===== src/rtl/shift_register_sequenced_pkg.sv =====
// Shared types and constants for the sequenced universal shift register.
package shift_register_pkg;

  typedef enum logic [0:0] {
    IDLE = 1'b0,
    RUN  = 1'b1
  } state_t;

  localparam logic DIR_RIGHT = 1'b0;
  localparam logic DIR_LEFT  = 1'b1;

endpackage


===== src/rtl/shift_register_sequenced_step_counter.sv =====
// Step counter for the automatic shift sequence: loads the clamped step
// count, counts down one per shift, and flags the final step.
module shift_step_counter
  import shift_register_pkg::*;
#(
  parameter int WORD_LENGTH = 8,
  parameter int COUNT_WIDTH = $clog2(WORD_LENGTH + 1)
) (
  input  logic                   clk,
  input  logic                   reset,
  input  logic                   load,
  input  logic [COUNT_WIDTH-1:0] count_in,
  input  logic                   step,
  input  logic                   clear,
  output logic                   count_zero,
  output logic                   last_step
);

  localparam logic [COUNT_WIDTH-1:0] MAX_COUNT  = COUNT_WIDTH'(WORD_LENGTH);
  localparam logic [COUNT_WIDTH-1:0] ZERO_COUNT = {COUNT_WIDTH{1'b0}};
  localparam logic [COUNT_WIDTH-1:0] ONE_COUNT  = COUNT_WIDTH'(1);

  logic [COUNT_WIDTH-1:0] clamped;
  logic [COUNT_WIDTH-1:0] remaining;

  // Requests longer than the register are clamped to one full word of shifts.
  always_comb begin
    clamped = count_in;
    if (count_in > MAX_COUNT) begin
      clamped = MAX_COUNT;
    end else begin
      clamped = count_in;
    end
  end

  assign count_zero = (clamped == ZERO_COUNT);
  assign last_step  = (remaining == ONE_COUNT);

  // Remaining-step register: clear on abort, load on start, count down per step.
  always_ff @(posedge clk or posedge reset) begin
    if (reset) begin
      remaining <= ZERO_COUNT;
    end else if (clear) begin
      remaining <= ZERO_COUNT;
    end else if (load) begin
      remaining <= clamped;
    end else if (step && (remaining != ZERO_COUNT)) begin
      remaining <= remaining - ONE_COUNT;
    end else begin
      remaining <= remaining;
    end
  end

endmodule


===== src/rtl/shift_register_sequenced.sv =====
// Universal shift register with parallel load, manual single steps and an
// automatic N-step sequencer that pulses done on completion.
module shift_register_sequenced
  import shift_register_pkg::*;
#(
  parameter int WORD_LENGTH = 8,
  parameter int COUNT_WIDTH = $clog2(WORD_LENGTH + 1)
) (
  input  logic                   clk,
  input  logic                   reset,
  input  logic [WORD_LENGTH-1:0] data_in,
  input  logic                   load,
  input  logic                   shift,
  input  logic                   direction,
  input  logic                   arith,
  input  logic                   serial_in,
  input  logic                   start,
  input  logic [COUNT_WIDTH-1:0] shift_count,
  output logic                   data_out,
  output logic [WORD_LENGTH-1:0] parallel_out,
  output logic                   busy,
  output logic                   done
);

  localparam logic [WORD_LENGTH-1:0] ZERO_WORD = {WORD_LENGTH{1'b0}};

  state_t                 state;
  logic [WORD_LENGTH-1:0] shift_reg;
  logic                   run_dir;
  logic                   run_arith;
  logic                   cnt_load;
  logic                   cnt_step;
  logic                   cnt_clear;
  logic                   count_zero;
  logic                   last_step;
  logic                   eff_dir;

  // One shift step: left takes serial_in at the LSB; right fills the MSB with
  // either serial_in or a copy of the sign bit.
  function automatic logic [WORD_LENGTH-1:0] step_value(
    input logic [WORD_LENGTH-1:0] value,
    input logic                   dir,
    input logic                   ar,
    input logic                   fill_in
  );
    logic fill;
    fill = fill_in;
    if (dir == DIR_LEFT) begin
      step_value = {value[WORD_LENGTH-2:0], fill_in};
    end else begin
      fill       = ar ? value[WORD_LENGTH-1] : fill_in;
      step_value = {fill, value[WORD_LENGTH-1:1]};
    end
  endfunction

  shift_step_counter #(
    .WORD_LENGTH(WORD_LENGTH),
    .COUNT_WIDTH(COUNT_WIDTH)
  ) u_counter (
    .clk       (clk),
    .reset     (reset),
    .load      (cnt_load),
    .count_in  (shift_count),
    .step      (cnt_step),
    .clear     (cnt_clear),
    .count_zero(count_zero),
    .last_step (last_step)
  );

  // Counter control mirrors the FSM priorities: load beats start in IDLE,
  // and a load during RUN aborts the sequence.
  always_comb begin
    cnt_load  = 1'b0;
    cnt_step  = 1'b0;
    cnt_clear = 1'b0;
    case (state)
      IDLE: begin
        if (!load && start) begin
          cnt_load = 1'b1;
        end else begin
          cnt_load = 1'b0;
        end
      end
      RUN: begin
        if (load) begin
          cnt_clear = 1'b1;
        end else begin
          cnt_step = 1'b1;
        end
      end
      default: begin
        cnt_clear = 1'b1;
      end
    endcase
  end

  // Sequencer FSM plus the shift register itself, with registered busy/done.
  always_ff @(posedge clk or posedge reset) begin
    if (reset) begin
      state     <= IDLE;
      shift_reg <= ZERO_WORD;
      run_dir   <= DIR_RIGHT;
      run_arith <= 1'b0;
      busy      <= 1'b0;
      done      <= 1'b0;
    end else begin
      done <= 1'b0;
      case (state)
        IDLE: begin
          if (load) begin
            shift_reg <= data_in;
          end else if (start) begin
            if (count_zero) begin
              done <= 1'b1;
            end else begin
              run_dir   <= direction;
              run_arith <= arith;
              busy      <= 1'b1;
              state     <= RUN;
            end
          end else if (shift) begin
            shift_reg <= step_value(shift_reg, direction, arith, serial_in);
          end else begin
            shift_reg <= shift_reg;
          end
        end
        RUN: begin
          if (load) begin
            shift_reg <= data_in;
            busy      <= 1'b0;
            state     <= IDLE;
          end else begin
            shift_reg <= step_value(shift_reg, run_dir, run_arith, serial_in);
            if (last_step) begin
              busy  <= 1'b0;
              done  <= 1'b1;
              state <= IDLE;
            end else begin
              busy <= 1'b1;
            end
          end
        end
        default: begin
          busy  <= 1'b0;
          state <= IDLE;
        end
      endcase
    end
  end

  assign eff_dir      = busy ? run_dir : direction;
  assign data_out     = (eff_dir == DIR_LEFT) ? shift_reg[WORD_LENGTH-1] : shift_reg[0];
  assign parallel_out = shift_reg;

endmodule

===== config.mk =====
export PLATFORM = sky130hd
export DESIGN_NAME = shift_register_sequenced
export DESIGN_NICKNAME = d
export VERILOG_FILES = /design/src/rtl/shift_register_sequenced_pkg.sv /design/src/rtl/shift_register_sequenced_step_counter.sv /design/src/rtl/shift_register_sequenced.sv
export SDC_FILE = /design/constraint.sdc
export NUM_CORES = 1
export LEC_CHECK = 0
export CORE_MARGIN = 2
export CORE_UTILIZATION = 48
export CTS_CLUSTER_DIAMETER = 30
export CTS_CLUSTER_SIZE = 14
export DETAILED_ROUTE_END_ITERATION = 16
export PLACE_DENSITY = 0.81
export SYNTH_ARGS = -nofsm -noshare
export SYNTH_HDL_FRONTEND = slang
export SYNTH_SLANG_ARGS = --single-unit

===== constraint.sdc =====
create_clock -name clk -period 1.94 [get_ports clk]
set_input_delay 0.291 -clock clk [delete_from_list [all_inputs] [get_ports clk]]
set_output_delay 0.291 -clock clk [all_outputs]
set_load 0.05 [all_outputs]

==> results of run 1 <==
## cells in the mapped netlist (5+ instances only)
cell type / instances
nand2_1: 10
inv_1: 9
nor2_1: 14
o22ai_1: 5
dfrtp_1: 17
o21ai_0: 6
a21oi_1: 9
a221oi_1: 5
mux2i_1: 9
buf_2: 6
mux2_2: 8
## metrics by stage
step	instance area, um2	hold WS, ps	setup WS, ps	util, %
after floorplan	1170	217	166	-
after global placement	1540	507	89.3	68.5
after detailed placement	1540	530	8.13	68.5
after CTS	1570	401	56.3	69.6
after global routing	1580	425	7.67	69.9
final	1580	380	53.7	69.9
## path summary, 6_finish.rpt
path                                                       to  slack, ps                        start  depth (start not counted)
setup / recovery                              parallel_out[6]         50  parallel_out[6]$_DFFE_PP0P_                          1
hold / removal                    parallel_out[7]$_DFFE_PP0P_        380                        reset                          2
setup reg to reg           u_counter.remaining[2]$_DFFE_PP0P_        290              state$_DFF_PP0_                          5
hold reg to reg                         run_arith$_DFFE_PP0P_        550        run_arith$_DFFE_PP0P_                          1
max in group asynchronous                 run_dir$_DFFE_PP0P_       1080                        reset                          2
min in group clk                        run_arith$_DFFE_PP0P_        550        run_arith$_DFFE_PP0P_                          1
## area by class of cell
| type | count | area, um2 |
|---|---|---|
| Clock buffer | 4 | 26.3 |
| Fill cell | 192 | 678 |
| Inverter | 9 | 33.8 |
| Multi-Input combinational cell | 95 | 677 |
| Sequential cell | 17 | 427 |
| Tap cell | 28 | 35.0 |
| Timing Repair Buffer | 39 | 378 |
## report_power, final
group / internal, mW / total [mW] / switching (mW)
Sequential: 0.451 / 0.597 / 0.146
Clock: 0.0801 / 0.200 / 0.120
Combinational: 0.403 / 0.885 / 0.482
## registers in the layout (all words and copies together), names as in the netlist
name	cells
u_counter.remaining	4
done	1
state	1
run_arith	1
parallel_out	8
run_dir	1
busy	1
## what timing repair did
item                                    CTS  global route
hold buffers                              0             0
endpoints found under the setup margin    0             3
gates resized for setup                   0             2
## cell families after synthesis
group                      synth area share, %
AOI/OAI and AO/OA                         19.6
xor gates and xnor gates                 0.750
adders and majority gates                 2.14
buffers and inverters                     6.42
DFF                                       36.4
muxes                                     18.0
and+or+nand+nor                           16.7
## routing by layer
| metal | vias up | wire, um |
|---|---|---|
| met1 | 529 | 1400 |
| met4 | 0 | 38 |
| met5 | - | 0 |
| met3 | 5 | 129 |
| li1 | 546 | - |
| met2 | 38 | 1490 |
==> results by group, run 1 <==
Global routing
  • Vias in the first global route: 1110
  • Most Crowded Layer GR: met2
  • Met1 Resource Use GR: 32.3%
  • Global-route wire length before repair: 5000 um
  • Pin count of the biggest net entering global routing: 18
  • GR Layer Usage met2: 40.7%
  • GRT Residual Overflow: 0
  • GRT Util Overall: 24.3%
  • Number of antenna violations at the first check in global routing: 0
  • Global Route met3 Usage: 2.54%

Critical path
  • CP Data Required Time: 1650 ps
  • CP delay by family, top: buffers and inverters
  • Startpoint Class: flop
  • Arr. time, crit path: 1600 ps
  • CP cell instances: clkdlybuf4s50_1
  • Max incr delay on CP: 840 ps
  • Peak fanout along the critical path: 6
  • Buf/Inv on CP: 1
  • Critical Path Sink Type: output port
  • Crit Path Category: flop to output port
  • CP max-delay cell: clkdlybuf4s50_1

Timing
  • Achievable Freq: 0.530 GHz
  • Min cycle time layout: 1890 ps
  • Fin crit share: 97.2%
  • Relative slew slack: 54.4%
  • RSZ-0062 raised after global routing: false
  • Final hold vios: 0
  • Clock Skew: 9.92 ps
  • Setup TNS Final: 0 ps
  • Final setup viols: 0
  • Slew Limit Fails: 0
  • Least-Margin Pin Slew: 683 ps

Yosys
  • Synthesized Nets: 151
  • Async SR Flop Fraction: 100%
  • Synth Flop Type: dfrtp_1
  • Mean Syn Cell Area: 9.06 um2
  • Post-synthesis sequential area ratio: 36.4%
  • Syn Std Cell Area: 0.00117 mm2
  • Warnings, synthesis: 0
  • Count of cell types in the netlist: 35
  • Top cell type's share of synthesized area: 36.4%
  • Number of synthesized flops with an enable pin: 0
  • Largest area contributor in the netlist: dfrtp_1
  • Largest cells by area after synthesis: dfrtp_1, mux2i_1, mux2_2, nor2_1, a21oi_1
  • Synthesized flop and latch total: 17
  • Synth Instances: 129

Floorplan
  • Core Area: 0.00225 mm2
  • I/O pin total: 31
  • Die Area: 0.00285 mm2
  • Initial Utilization: 51.8%
  • Die Width: 53.3 um
  • Floorplan row count: 17
  • Die Y: 53.3 um

Run
  • Max-cap violations: 0

CTS
  • Maximum clock insertion buffer count: 2
  • H-Tree Depth: 1
  • Clk sink count: 17
  • Inserted Clock Buffers: 3
  • Post-CTS Setup Inserts: 0
  • Clock Root Buffer: clkbuf_4
  • Worst skew pair latency: 300 ps
  • CTS tree: yes
  • Clock transition at path regs: 110 ps

Detailed routing
  • Initial DRT Pass Iterations: 4
  • Post-Route WL: 3060 um
  • DR iter-0 viols: 31
  • WL/cell: 15.9 um
  • Via density: 5.82
  • Post-route ant nets: 0
  • DRC Markers: 0
  • Via Count: 1118

Layout
  • Final std cells w/o fill: 192
  • Commonest non-fill, non-tap cell in the layout: clkdlybuf4s50_1
  • Net count, final: 187
  • Share of layout cells above drive strength 1: 18.3%
  • Area grow syn2layout: 34.9%
  • Ant. Diodes: 0
  • Leading cell types in the layout, fill and taps excluded: clkdlybuf4s50_1, dfrtp_1, nor2_1, nand2_1

Placed design
  • Post-DP HPWL: 2280 um
  • GP Congestion: 0.907
  • Port bufs: 30
  • Placed insts: 188

Worst hold path
  • Worst hold path type: primary input to async pin

Power
  • Pleak: 0.681 nW
  • PwrDens: 1070 mW/mm2
  • Total Power: 1.68 mW
  • Max VDD drop: 712 uV

Status
  • Status: completed
Note: power is estimated with default switching activity, not from simulation.
==> inputs of run 2 (changes only) <==
--- a/config.mk
+++ b/config.mk
@@ -10,7 +10,7 @@
 export CTS_CLUSTER_DIAMETER = 30
 export CTS_CLUSTER_SIZE = 14
 export DETAILED_ROUTE_END_ITERATION = 16
-export PLACE_DENSITY = 0.81
+export PLACE_DENSITY = 0.79
 export SYNTH_ARGS = -nofsm -noshare
 export SYNTH_HDL_FRONTEND = slang
 export SYNTH_SLANG_ARGS = --single-unit
==> constraint.sdc (replaced) <==
create_clock -name clk -period 2 [get_ports clk]
set_input_delay 0.3 -clock clk [delete_from_list [all_inputs] [get_ports clk]]
set_output_delay 0.3 -clock clk [all_outputs]
set_load 0.05 [all_outputs]
==> results by group, run 2 (same netlist as run 1, synthesis figures left out) <==
Critical path
  • Setup crit start: parallel_out[2]$_DFFE_PP0P_
  • R2R Setup Slk: 210 ps (-80 ps)
  • WP depth: 1 (unchanged)
  • Max incr delay on CP: 840 ps (about the same)
  • Crit Reg-Reg Endpoint: u_counter.remaining[1]$_DFFE_PP0P_
  • Startpoint Class: flop
  • CP max-delay cell: clkdlybuf4s50_1
  • CP Data Required Time: 1700 ps (+50 ps)
  • Critical Path Sink Type: output port
  • Buf/Inv on CP: 1 (unchanged)
  • R2R Path Start: u_counter.remaining[1]$_DFFE_PP0P_
  • CP cell instances: clkdlybuf4s50_1
  • CP delay by family, top: buffers and inverters
  • Arr. time, crit path: 1600 ps (about the same)
  • R2R cell count: 6 (+1)
  • Crit Path Category: flop to output port
  • Peak fanout along the critical path: 6 (unchanged)
  • Worst Setup EP: parallel_out[2]

Placed design
  • Pre-CTS WS: 71.1 ps (+63.0 ps)
  • Post-DP HPWL: 2240 um (-1.5%)
  • DP Area: 0.00154 mm2 (-0.49%)
  • GP Congestion: 0.834 (-8.1%)
  • Port bufs: 30 (unchanged)
  • Placed insts: 187 (-0.53%)

Global routing
  • Vias in the first global route: 1114 (+0.36%)
  • GRT Util Overall: 24.4% (+0.077 points)
  • GRT Residual Overflow: 0 (unchanged)
  • Number of antenna violations at the first check in global routing: 0 (unchanged)
  • Most Crowded Layer GR: met2
  • Global-route wire length before repair: 5000 um (unchanged)
  • GR Layer Usage met2: 38.3% (-2.5 points)
  • Pin count of the biggest net entering global routing: 18 (unchanged)
  • Met1 Resource Use GR: 32.3% (-0.046 points)
  • Global Route met3 Usage: 7.06% (+4.5 points)

Timing
  • RSZ-0062 raised after global routing: false
  • Final hold vios: 0 (unchanged)
  • Min cycle time layout: 1900 ps
  • Fin crit share: 95.2%
  • Final setup viols: 0 (unchanged)
  • Clock Skew: 13.8 ps (+3.90 ps)
  • Slew Limit Fails: 0 (unchanged)
  • Setup TNS Final: 0 ps (unchanged)
  • Least-Margin Pin Slew: 688 ps (+4.88 ps)
  • Setup WS post-layout: 97.0 ps (+43.3 ps)
  • Relative slew slack: 54.1% (-0.33 points)
  • Achievable Freq: 0.525 GHz

Floorplan
  • Die Width: 53.3 um (unchanged)
  • Die Area: 0.00285 mm2 (unchanged)
  • I/O pin total: 31 (unchanged)
  • Floorplan row count: 17 (unchanged)
  • Core Area: 0.00225 mm2 (unchanged)
  • Die Y: 53.3 um (unchanged)
  • Initial Utilization: 51.8% (unchanged)

Detailed routing
  • Via Count: 1119 (+0.089%)
  • Post-Route WL: 3010 um (-1.7%)
  • Post-route ant nets: 0 (unchanged)
  • WL/cell: 15.7 um (-1.2%)
  • Via density: 5.86 (+0.61%)
  • DR iter-0 viols: 22 (-29%)
  • DRC Markers: 0 (unchanged)
  • Initial DRT Pass Iterations: 4 (unchanged)

Power
  • Combinational power share: 52.6% (about the same)
  • Switching Power: 0.728 mW (-2.7%)
  • Sequential share of power: 35.5% (about the same)
  • Pleak: 0.687 nW (+0.82%)
  • Clk pwr share: 12.0% (about the same)
  • Sw frac: 44.8% (+0.31 points)
  • Max VDD drop: 755 uV (+6.1%)
  • Internal: 0.897 mW (-3.9%)
  • PwrDens: 1040 mW/mm2 (-2.8%)

CTS
  • Maximum clock insertion buffer count: 2 (unchanged)
  • Worst skew pair latency: 310 ps (about the same)
  • Inserted Clock Buffers: 3 (unchanged)
  • Post-cts resize count: 0 (unchanged)
  • Clk sink count: 17 (unchanged)
  • Post-CTS Setup Inserts: 0 (unchanged)
  • # hold bufs at CTS: 0 (unchanged)
  • CTS tree: yes
  • H-Tree Depth: 1 (unchanged)
  • Clock Root Buffer: clkbuf_4
  • Clock transition at path regs: 110 ps (about the same)

Layout
  • Fillers: 196 (+2.1%)
  • Final core utilization: 69.5% (-0.44 points)
  • Share of layout cells above drive strength 1: 17.2% (-1.1 points)
  • Commonest non-fill, non-tap cell in the layout: clkdlybuf4s50_1
  • Multi-input gate area: 672 um2 (-0.74%)
  • Sequential Area: 425 um2 (-0.29%)
  • Net count, final: 186 (-0.53%)
  • Final std cells w/o fill: 191 (-0.52%)
  • Area grow syn2layout: 34.0%
  • Ant. Diodes: 0 (unchanged)
  • Leading cell types in the layout, fill and taps excluded: clkdlybuf4s50_1, dfrtp_1, nor2_1, nand2_1
  • Fin area: 0.00157 mm2 (-0.63%)
  • Max reg flops: 8 (unchanged)

Status
  • Status: completed

Worst hold path
  • Worst hold path type: primary input to async pin

Run
  • Max-cap violations: 0 (unchanged)
==> run 2: final cells by class <==
cell class | instances | area share (%)
Clock buffer | 3 | 1.44
Clock inverter | 1 | 0.319
Inverter | 9 | 2.16
Multi-Input combinational cell | 95 | 42.9
Sequential cell | 17 | 27.2
Tap cell | 28 | 2.24
Timing Repair Buffer | 38 | 23.8
==> run 2: power by group through the flow <==
stage	clock, mW	combinational, mW	sequential [mW]
floorplan	0	0.452	0.683
global placement	0	0.827	0.571
detailed placement	0	0.853	0.576
CTS	0.196	0.856	0.569
global route	0.217	0.923	0.593
finish	0.194	0.855	0.576
==> run 2: worst min-delay path by stage <==
| stage | endpoint | cells past startpoint | slack [ps] | from |
|---|---|---|---|---|
| 2_1_floorplan | busy$_DFFE_PP0P_ | 1 | 230 | reset |
| 3_3_place_gp | run_arith$_DFFE_PP0P_ | 1 | 510 | run_arith$_DFFE_PP0P_ |
| 3_5_place_dp | run_arith$_DFFE_PP0P_ | 1 | 500 | run_arith$_DFFE_PP0P_ |
| 4_1_cts | parallel_out[2]$_DFFE_PP0P_ | 2 | 400 | reset |
| 5_1_grt | u_counter.remaining[1]$_DFFE_PP0P_ | 2 | 440 | reset |
| 6_report | parallel_out[2]$_DFFE_PP0P_ | 2 | 380 | reset |
==> run 2: routing by layer <==
metal  vias to the layer above  share of wire (%)
met3                         4                6.0
met1                       544                 46
met4                         0               0.90
li1                        537                  -
met5                         -                  0
met2                        34                 47
==> run 2: stage by stage <==
step / power, mW / hold WS [ps]
3_5_place_dp: 1.43 / 501
4_1_cts: 1.62 / 402
3_3_place_gp: 1.40 / 514
6_report: 1.63 / 379
2_1_floorplan: 1.14 / 226
5_1_grt: 1.73 / 443
